## src/rtl/pkt_tx_arbiter_pkg.sv

```systemverilog
// Shared types and helpers for the MAC transmit packet arbiter.
package pkt_tx_arb_pkg;

  typedef enum logic {
    IDLE = 1'b0,
    PASS = 1'b1
  } arb_state_t;

  localparam int DATA_W_C = 64;
  localparam int MOD_W_C  = 3;
  localparam int CNT_W_C  = 16;

  // Next round-robin pointer: one past the source that just finished.
  function automatic int rr_next(input int ptr, input int num_src);
    return (ptr + 1 >= num_src) ? 0 : ptr + 1;
  endfunction

endpackage

```

## src/rtl/pkt_tx_arbiter_if.sv

```systemverilog
// Source-side and MAC-side packet bus of the transmit arbiter.
// master: the arbiter; slave: sources plus MAC (or a testbench standing in for them).
interface pkt_tx_arb_if #(
  parameter int NUM_SRC = 2,
  parameter int DATA_W  = 64,
  parameter int MOD_W   = 3
);
  logic [NUM_SRC*DATA_W-1:0] src_data;
  logic [NUM_SRC-1:0]        src_sop;
  logic [NUM_SRC-1:0]        src_eop;
  logic [NUM_SRC*MOD_W-1:0]  src_mod;
  logic [NUM_SRC-1:0]        src_val;
  logic [NUM_SRC-1:0]        src_rdy;
  logic                      pkt_tx_full;
  logic [DATA_W-1:0]         pkt_tx_data;
  logic                      pkt_tx_sop;
  logic                      pkt_tx_eop;
  logic [MOD_W-1:0]          pkt_tx_mod;
  logic                      pkt_tx_val;

  modport master (
    input  src_data, src_sop, src_eop, src_mod, src_val, pkt_tx_full,
    output src_rdy, pkt_tx_data, pkt_tx_sop, pkt_tx_eop, pkt_tx_mod, pkt_tx_val
  );

  modport slave (
    output src_data, src_sop, src_eop, src_mod, src_val, pkt_tx_full,
    input  src_rdy, pkt_tx_data, pkt_tx_sop, pkt_tx_eop, pkt_tx_mod, pkt_tx_val
  );
endinterface

```

## src/rtl/pkt_tx_arbiter_rr_pick.sv

```systemverilog
// Combinational round-robin picker: first set req bit at or after ptr, wrapping.
module pkt_tx_rr_pick #(
  parameter int NUM_SRC = 2,
  localparam int IDX_W  = $clog2(NUM_SRC)
) (
  input  logic [NUM_SRC-1:0] req,
  input  logic [IDX_W-1:0]   ptr,
  output logic [IDX_W-1:0]   gnt_idx,
  output logic               any_req
);

  // Walk NUM_SRC positions starting at ptr; the first hit wins.
  always_comb begin
    int j;
    j       = 0;
    gnt_idx = '0;
    any_req = 1'b0;
    for (int k = 0; k < NUM_SRC; k++) begin
      j = int'(ptr) + k;
      if (j >= NUM_SRC) j = j - NUM_SRC;
      if (!any_req && req[IDX_W'(j)]) begin
        any_req = 1'b1;
        gnt_idx = IDX_W'(j);
      end
    end
  end

endmodule

```

## src/rtl/pkt_tx_arbiter.sv

```systemverilog
// Packet-granular round-robin arbiter in front of the MAC pkt_tx port.
// A granted source owns the port from SOP to EOP; pkt_tx_full stalls only it.
// Optional per-source packet counters: define PKT_TX_ARB_STATS_EN.
module pkt_tx_arbiter
  import pkt_tx_arb_pkg::*;
#(
  parameter int NUM_SRC = 2,
  parameter int DATA_W  = DATA_W_C,
  parameter int MOD_W   = MOD_W_C
) (
  input  logic               clk_156m25,
  input  logic               reset_156m25_n,
  pkt_tx_arb_if.master       bus,
  output logic               proto_err
`ifdef PKT_TX_ARB_STATS_EN
  ,
  input  logic               stats_clr,
  output logic [NUM_SRC*CNT_W_C-1:0] src_pkt_cnt
`endif
);

  localparam int IDX_W = $clog2(NUM_SRC);

  arb_state_t state;
  logic [IDX_W-1:0] grant;
  logic [IDX_W-1:0] rr_ptr;
  logic             pkt_first;   // next accepted word is the packet's opening SOP
  logic [IDX_W-1:0] pick_idx;
  logic             pick_any;
  logic             acc;

  logic [NUM_SRC-1:0][DATA_W-1:0] s_data;
  logic [NUM_SRC-1:0][MOD_W-1:0]  s_mod;

  logic [DATA_W-1:0] tx_data;
  logic              tx_sop;
  logic              tx_eop;
  logic [MOD_W-1:0]  tx_mod;
  logic              tx_val;

  assign s_data = bus.src_data;
  assign s_mod  = bus.src_mod;

  // Only a word that opens a packet may win arbitration.
  pkt_tx_rr_pick #(.NUM_SRC(NUM_SRC)) u_pick (
    .req     (bus.src_val & bus.src_sop),
    .ptr     (rr_ptr),
    .gnt_idx (pick_idx),
    .any_req (pick_any)
  );

  assign acc = (state == PASS) && bus.src_val[grant] && !bus.pkt_tx_full;

  // Ready goes to the owner only, and drops the same cycle the MAC reports full.
  always_comb begin
    bus.src_rdy = '0;
    if (state == PASS && !bus.pkt_tx_full) bus.src_rdy = NUM_SRC'(1) << grant;
  end

  // Arbitration FSM plus registered MAC-side word; data fields hold when idle.
  always_ff @(posedge clk_156m25) begin
    if (!reset_156m25_n) begin
      state     <= IDLE;
      grant     <= '0;
      rr_ptr    <= '0;
      pkt_first <= 1'b0;
      proto_err <= 1'b0;
      tx_data   <= '0;
      tx_sop    <= 1'b0;
      tx_eop    <= 1'b0;
      tx_mod    <= '0;
      tx_val    <= 1'b0;
    end else begin
      tx_val <= 1'b0;
      case (state)
        IDLE: begin
          // A mid-packet word with no owner is a source bug; it stays stalled.
          if (|(bus.src_val & ~bus.src_sop)) proto_err <= 1'b1;
          if (pick_any) begin
            grant     <= pick_idx;
            pkt_first <= 1'b1;
            state     <= PASS;
          end
        end
        PASS: begin
          if (acc) begin
            tx_data   <= s_data[grant];
            tx_sop    <= bus.src_sop[grant];
            tx_eop    <= bus.src_eop[grant];
            tx_mod    <= s_mod[grant];
            tx_val    <= 1'b1;
            pkt_first <= 1'b0;
            // A stray SOP inside a packet is forwarded as-is but flagged.
            if (bus.src_sop[grant] && !pkt_first) proto_err <= 1'b1;
            if (bus.src_eop[grant]) begin
              state  <= IDLE;
              rr_ptr <= IDX_W'(rr_next(int'(grant), NUM_SRC));
            end
          end
        end
        default: state <= IDLE;
      endcase
    end
  end

  assign bus.pkt_tx_data = tx_data;
  assign bus.pkt_tx_sop  = tx_sop;
  assign bus.pkt_tx_eop  = tx_eop;
  assign bus.pkt_tx_mod  = tx_mod;
  assign bus.pkt_tx_val  = tx_val;

`ifdef PKT_TX_ARB_STATS_EN
  logic [NUM_SRC-1:0][CNT_W_C-1:0] pkt_cnt;

  // Saturating per-source completed-packet counters; clear beats increment.
  always_ff @(posedge clk_156m25) begin
    if (!reset_156m25_n || stats_clr) begin
      pkt_cnt <= '0;
    end else if (acc && bus.src_eop[grant] && pkt_cnt[grant] != '1) begin
      pkt_cnt[grant] <= pkt_cnt[grant] + CNT_W_C'(1);
    end
  end

  assign src_pkt_cnt = pkt_cnt;
`endif

endmodule

```

## src/flat_wrapper.sv

```systemverilog
// flat-port wrapper written by rule: the top's interface ports become plain ports
module pkt_tx_arbiter_flat import pkt_tx_arb_pkg::*;
#(
  parameter int NUM_SRC = 2,
  parameter int DATA_W  = DATA_W_C,
  parameter int MOD_W   = MOD_W_C
)
  (clk_156m25, reset_156m25_n, proto_err, bus_src_data, bus_src_sop, bus_src_eop, bus_src_mod, bus_src_val, bus_pkt_tx_full, bus_src_rdy, bus_pkt_tx_data, bus_pkt_tx_sop, bus_pkt_tx_eop, bus_pkt_tx_mod, bus_pkt_tx_val);
  pkt_tx_arb_if #(.NUM_SRC(NUM_SRC), .DATA_W(DATA_W), .MOD_W(MOD_W)) bus_i ();
  input  logic clk_156m25;
  input  logic reset_156m25_n;
  output logic proto_err;
  input wire logic [$bits(bus_i.src_data)-1:0] bus_src_data;
  input wire logic [$bits(bus_i.src_sop)-1:0] bus_src_sop;
  input wire logic [$bits(bus_i.src_eop)-1:0] bus_src_eop;
  input wire logic [$bits(bus_i.src_mod)-1:0] bus_src_mod;
  input wire logic [$bits(bus_i.src_val)-1:0] bus_src_val;
  input wire logic [$bits(bus_i.pkt_tx_full)-1:0] bus_pkt_tx_full;
  output wire logic [$bits(bus_i.src_rdy)-1:0] bus_src_rdy;
  output wire logic [$bits(bus_i.pkt_tx_data)-1:0] bus_pkt_tx_data;
  output wire logic [$bits(bus_i.pkt_tx_sop)-1:0] bus_pkt_tx_sop;
  output wire logic [$bits(bus_i.pkt_tx_eop)-1:0] bus_pkt_tx_eop;
  output wire logic [$bits(bus_i.pkt_tx_mod)-1:0] bus_pkt_tx_mod;
  output wire logic [$bits(bus_i.pkt_tx_val)-1:0] bus_pkt_tx_val;
  assign bus_i.src_data = bus_src_data;
  assign bus_i.src_sop = bus_src_sop;
  assign bus_i.src_eop = bus_src_eop;
  assign bus_i.src_mod = bus_src_mod;
  assign bus_i.src_val = bus_src_val;
  assign bus_i.pkt_tx_full = bus_pkt_tx_full;
  assign bus_src_rdy = bus_i.src_rdy;
  assign bus_pkt_tx_data = bus_i.pkt_tx_data;
  assign bus_pkt_tx_sop = bus_i.pkt_tx_sop;
  assign bus_pkt_tx_eop = bus_i.pkt_tx_eop;
  assign bus_pkt_tx_mod = bus_i.pkt_tx_mod;
  assign bus_pkt_tx_val = bus_i.pkt_tx_val;
  pkt_tx_arbiter #(.NUM_SRC(NUM_SRC), .DATA_W(DATA_W), .MOD_W(MOD_W)) u_core (.clk_156m25(clk_156m25), .reset_156m25_n(reset_156m25_n), .bus(bus_i), .proto_err(proto_err));
endmodule
```

## config.mk

```make
export PLATFORM = sky130hd
export DESIGN_NAME = pkt_tx_arbiter_flat
export DESIGN_NICKNAME = d
export VERILOG_FILES = /design/src/rtl/pkt_tx_arbiter_pkg.sv /design/src/rtl/pkt_tx_arbiter_if.sv /design/src/rtl/pkt_tx_arbiter_rr_pick.sv /design/src/rtl/pkt_tx_arbiter.sv /design/src/flat_wrapper.sv
export SDC_FILE = /design/constraint.sdc
export NUM_CORES = 1
export LEC_CHECK = 0
export BUFFER_PORTS_ARGS = -buffer_cell sky130_fd_sc_hd__buf_4
export CAP_MARGIN = 30
export CORE_UTILIZATION = 44
export CTS_BUF_LIST = sky130_fd_sc_hd__clkbuf_4
export DETAILED_ROUTE_END_ITERATION = 6
export PLACE_DENSITY = 0.93
export SYNTH_ARGS = -nofsm -noshare
export SYNTH_HDL_FRONTEND = slang
export SYNTH_SLANG_ARGS = --single-unit
export TNS_END_PERCENT = 5
```

## constraint.sdc

```tcl
create_clock -name clk_156m25 -period 1.6 [get_ports clk_156m25]
set_clock_uncertainty 0.1 [all_clocks]
set_input_delay 0.16 -clock clk_156m25 [delete_from_list [all_inputs] [get_ports clk_156m25]]
set_output_delay 0.16 -clock clk_156m25 [all_outputs]
set_load 0.01 [all_outputs]
```

==> results.md <==
- Yosys warns: 0
- RD Place Congestion: between 0.7 and 0.8
- VDD IR max: between 600 and 700 uV
- WHS: -1.263 ps
- # H-tree levels: 3
- Filler cells: roughly 450
- Violated checks: design-rule violations, negative hold slack, negative setup slack
- Setup crit start kind: flop
- Synthesized area per cell: between 10 and 15 um2
- Internal: between 3 and 4 mW
- Crit path kind: reg -> reg
- Clk slew on worst S/H paths: 140 ps
- Gr ovfl total: 0
- Wire per inst: roughly 21 um
- CTS tree: yes
- CP max FO: 22
- Via count: around 4.3k
- Clock Tree Buf Depth: 2
- Final Max Tran Viols: 0
- CTS Buf Count: 9
- Antenna viol nets, final: 0
- Synthesized cell area: 0.003480 mm2
- Final wirelength: 15.45 mm
- Hold Crit Class: in -> reg
- Area leader, netlist: dfxtp_1
- Comb power frac: 0.217
- Period minus WS final: roughly 1700 ps
- Net Sw Frac: 0.2580
- GRT Overall Usage: 0.3251
- Core Region: 0.007687 mm2
- Distinct cells, synth: 25
- Reg power frac: 0.422
- First-pass GRT wire length: 21.18 mm
- Worst Max-Slew Pin Slew: about 440 ps
- Maxcap violations: 0
- Clock root cell: clkbuf_4
- Period utilization: 1.038
- Clock Latency Late Sink: 420 ps
- RSZ-0062 raised after global routing: true
- DRT Pass-1 Iters: 7
- Area occupied by multi-input gates: 0.001858 mm2
- Detail Placement HPWL: 7.639 mm
- Yosys top cell area share: 0.4315
- FP Rows: 32
- Slew HR: 0.7064
- Top post-synthesis cells by count: 75 x dfxtp_1, 71 x a21oi_1, 70 x mux2i_1, 59 x a211oi_1, 21 x buf_2
- Vias/cell: just under 6
- Share of cells above drive strength 1: 0.4399
- Largest cells by area after synthesis: dfxtp_1 43%, mux2i_1 20%, a211oi_1 13%
- Fin nets: just under 800
- Number of synthesized flops with an enable pin: 0
- Initial Utilization: 0.4526
- Die area: around 0.0083 mm2
- Pwr dens: 740.9 mW/mm2
- Leakage: 2.543 nW
- Data arrival time of the worst path: between 1500 and 2000 ps
- Synth async-reset ratio: 0
- Antenna violations before repair: 0
- FF+latch count, synth: 75
- Switch Pwr: between 1 and 1.5 mW
- Status: finished, violations left
- Post-route cell area: between 0.006 and 0.007 mm2
- Dpl cells: 635
- Max Freq: 0.6022 GHz
- Vias in the first global route: 4378
- Antenna Cells: 0
- Worst EP required: 1820 ps
- Syn nets: roughly 500
- Setup WS post-layout: -60.52 ps
- Initial drt markers: 294
- Port Buffers: 215
- Storage cell area: 0.001509 mm2
- Post-DP Area: 0.005152 mm2
- Sequential element share of the synthesized area: 0.4315
- Largest net degree at the start of global routing: 71
- Critical path capture point type: flop
- Drt drc: 1
- Die Wd: 90.93 um
- Clock sink count: 75
- Finished Layout Cells: 734
- Count leader, synth: dfxtp_1
- Cells after Synth: about 350
- Syn-to-layout area delta: 82.70%
- I/O Pins: 216
- Commonest register cell after synthesis: dfxtp_1
- Setup total negative slack: -254.2 ps
- Fin. Hold Viols: 1
- Die height: approximately 91 um
- Final setup fails: 7
- Clock share of power: 0.361
==> final timing paths <==
path / from / endpoint / slack, ps / cells past startpoint
worst max-delay path: u_core.state / u_core.bus.pkt_tx_data[10] / -60 / 5
worst min-delay path: bus_src_data[90] / u_core.bus.pkt_tx_data[26] / -1 / 3
worst max register to register: u_core.state / u_core.bus.pkt_tx_data[10] / -60 / 5
worst min register to register: u_core.rr_ptr / u_core.rr_ptr / 380 / 2
==> placed cells by master, fill, tap and decap left out, types with 4 or more instances in the layout <==
master / n
nand2b_1: 4
clkbuf_4: 10
dlygate4sd3_1: 70
a211oi_1: 54
buf_6: 4
bufinv_16: 4
buf_4: 222
a21oi_1: 70
mux2i_1: 70
buf_12: 5
dfxtp_1: 73
a211oi_2: 15
==> final cells by class <==
| cell class | instances | area share |
|---|---|---|
| timing repair buffer | 306 | 0.4165 |
| multi-input combinational | 234 | 0.2923 |
| clock buffer | 10 | 0.01181 |
| clock inverter | 6 | 0.02145 |
| sequential | 75 | 0.2374 |
| tap | 102 | 0.02007 |
| inverter | 1 | 0.0005904 |
==> metal layers <==
layer | wire length [um] | vias up | GRT usage
li1 | - | 1882 | -
met1 | 5351 | 1975 | 0.3222
met2 | 7866 | 318 | 0.5884
met3 | 1253 | 88 | 0.07407
met4 | 976 | 0 | 0.2421
met5 | 0 | - | 0
==> metrics by stage <==
step                      total power, mW  hold WS [ps]  utilization  setup slack [ps]
after CTS                           4.554        0.1431       0.7829            -123.0
after global routing                4.867        -6.915       0.8270            -103.5
after global placement              2.745         331.5       0.6702             20.87
after floorplan                     2.323         187.9            -             219.0
after detailed placement            2.775         340.6       0.6702            -112.7
final                               4.710        -1.263       0.8270            -60.52
==> cells by family (layout without fill, tap and decap cells) <==
logic type             count (synthesis)  count (layout)  synth area share
AO/OA/AOI/OAI                        144             144            0.2729
buffers and inverters                 38             323           0.05933
flip-flops                            75              75            0.4315
multiplexers                          72              73            0.2096
AND/OR/NAND/NOR                       17              17           0.02661
==> flip-flops by register name (all words and copies together) (netlist names) <==
signal / cells
u_core.bus.pkt_tx_sop: 1
u_core.state: 1
u_core.bus.pkt_tx_data: 64
u_core.bus.pkt_tx_eop: 1
u_core.proto_err: 1
u_core.pkt_first: 1
u_core.bus.pkt_tx_val: 1
u_core.bus.pkt_tx_mod: 3
u_core.rr_ptr: 1
u_core.grant: 1
==> timing repair <==
item / 4_1_cts / 5_1_grt
gates cloned: 1 / 4
resized for setup: 4 / 20
endpoints found under the setup margin: 71 / 74
setup buffers: 0 / 8
hold endpoints to repair: 36 / 6
hold buffers: 61 / 9
pin swaps: 0 / 2
==> worst max-delay path, stage by stage (launching register included) <==
cell       delay [ps]
dfxtp_4           390
nor2b_4           220
buf_4             160
bufbuf_16         300
a21oi_1           100
a211oi_1          290
==> power by group through the flow <==
stage / sequential [mW] / clock (mW) / combinational [mW]
floorplan: 2.05 / 0 / 0.275
global placement: 2.02 / 0 / 0.726
detailed placement: 2.02 / 0 / 0.753
CTS: 1.98 / 1.68 / 0.889
finish: 1.99 / 1.70 / 1.02
global route: 2.00 / 1.80 / 1.07
(Power assumes the default switching activity.)
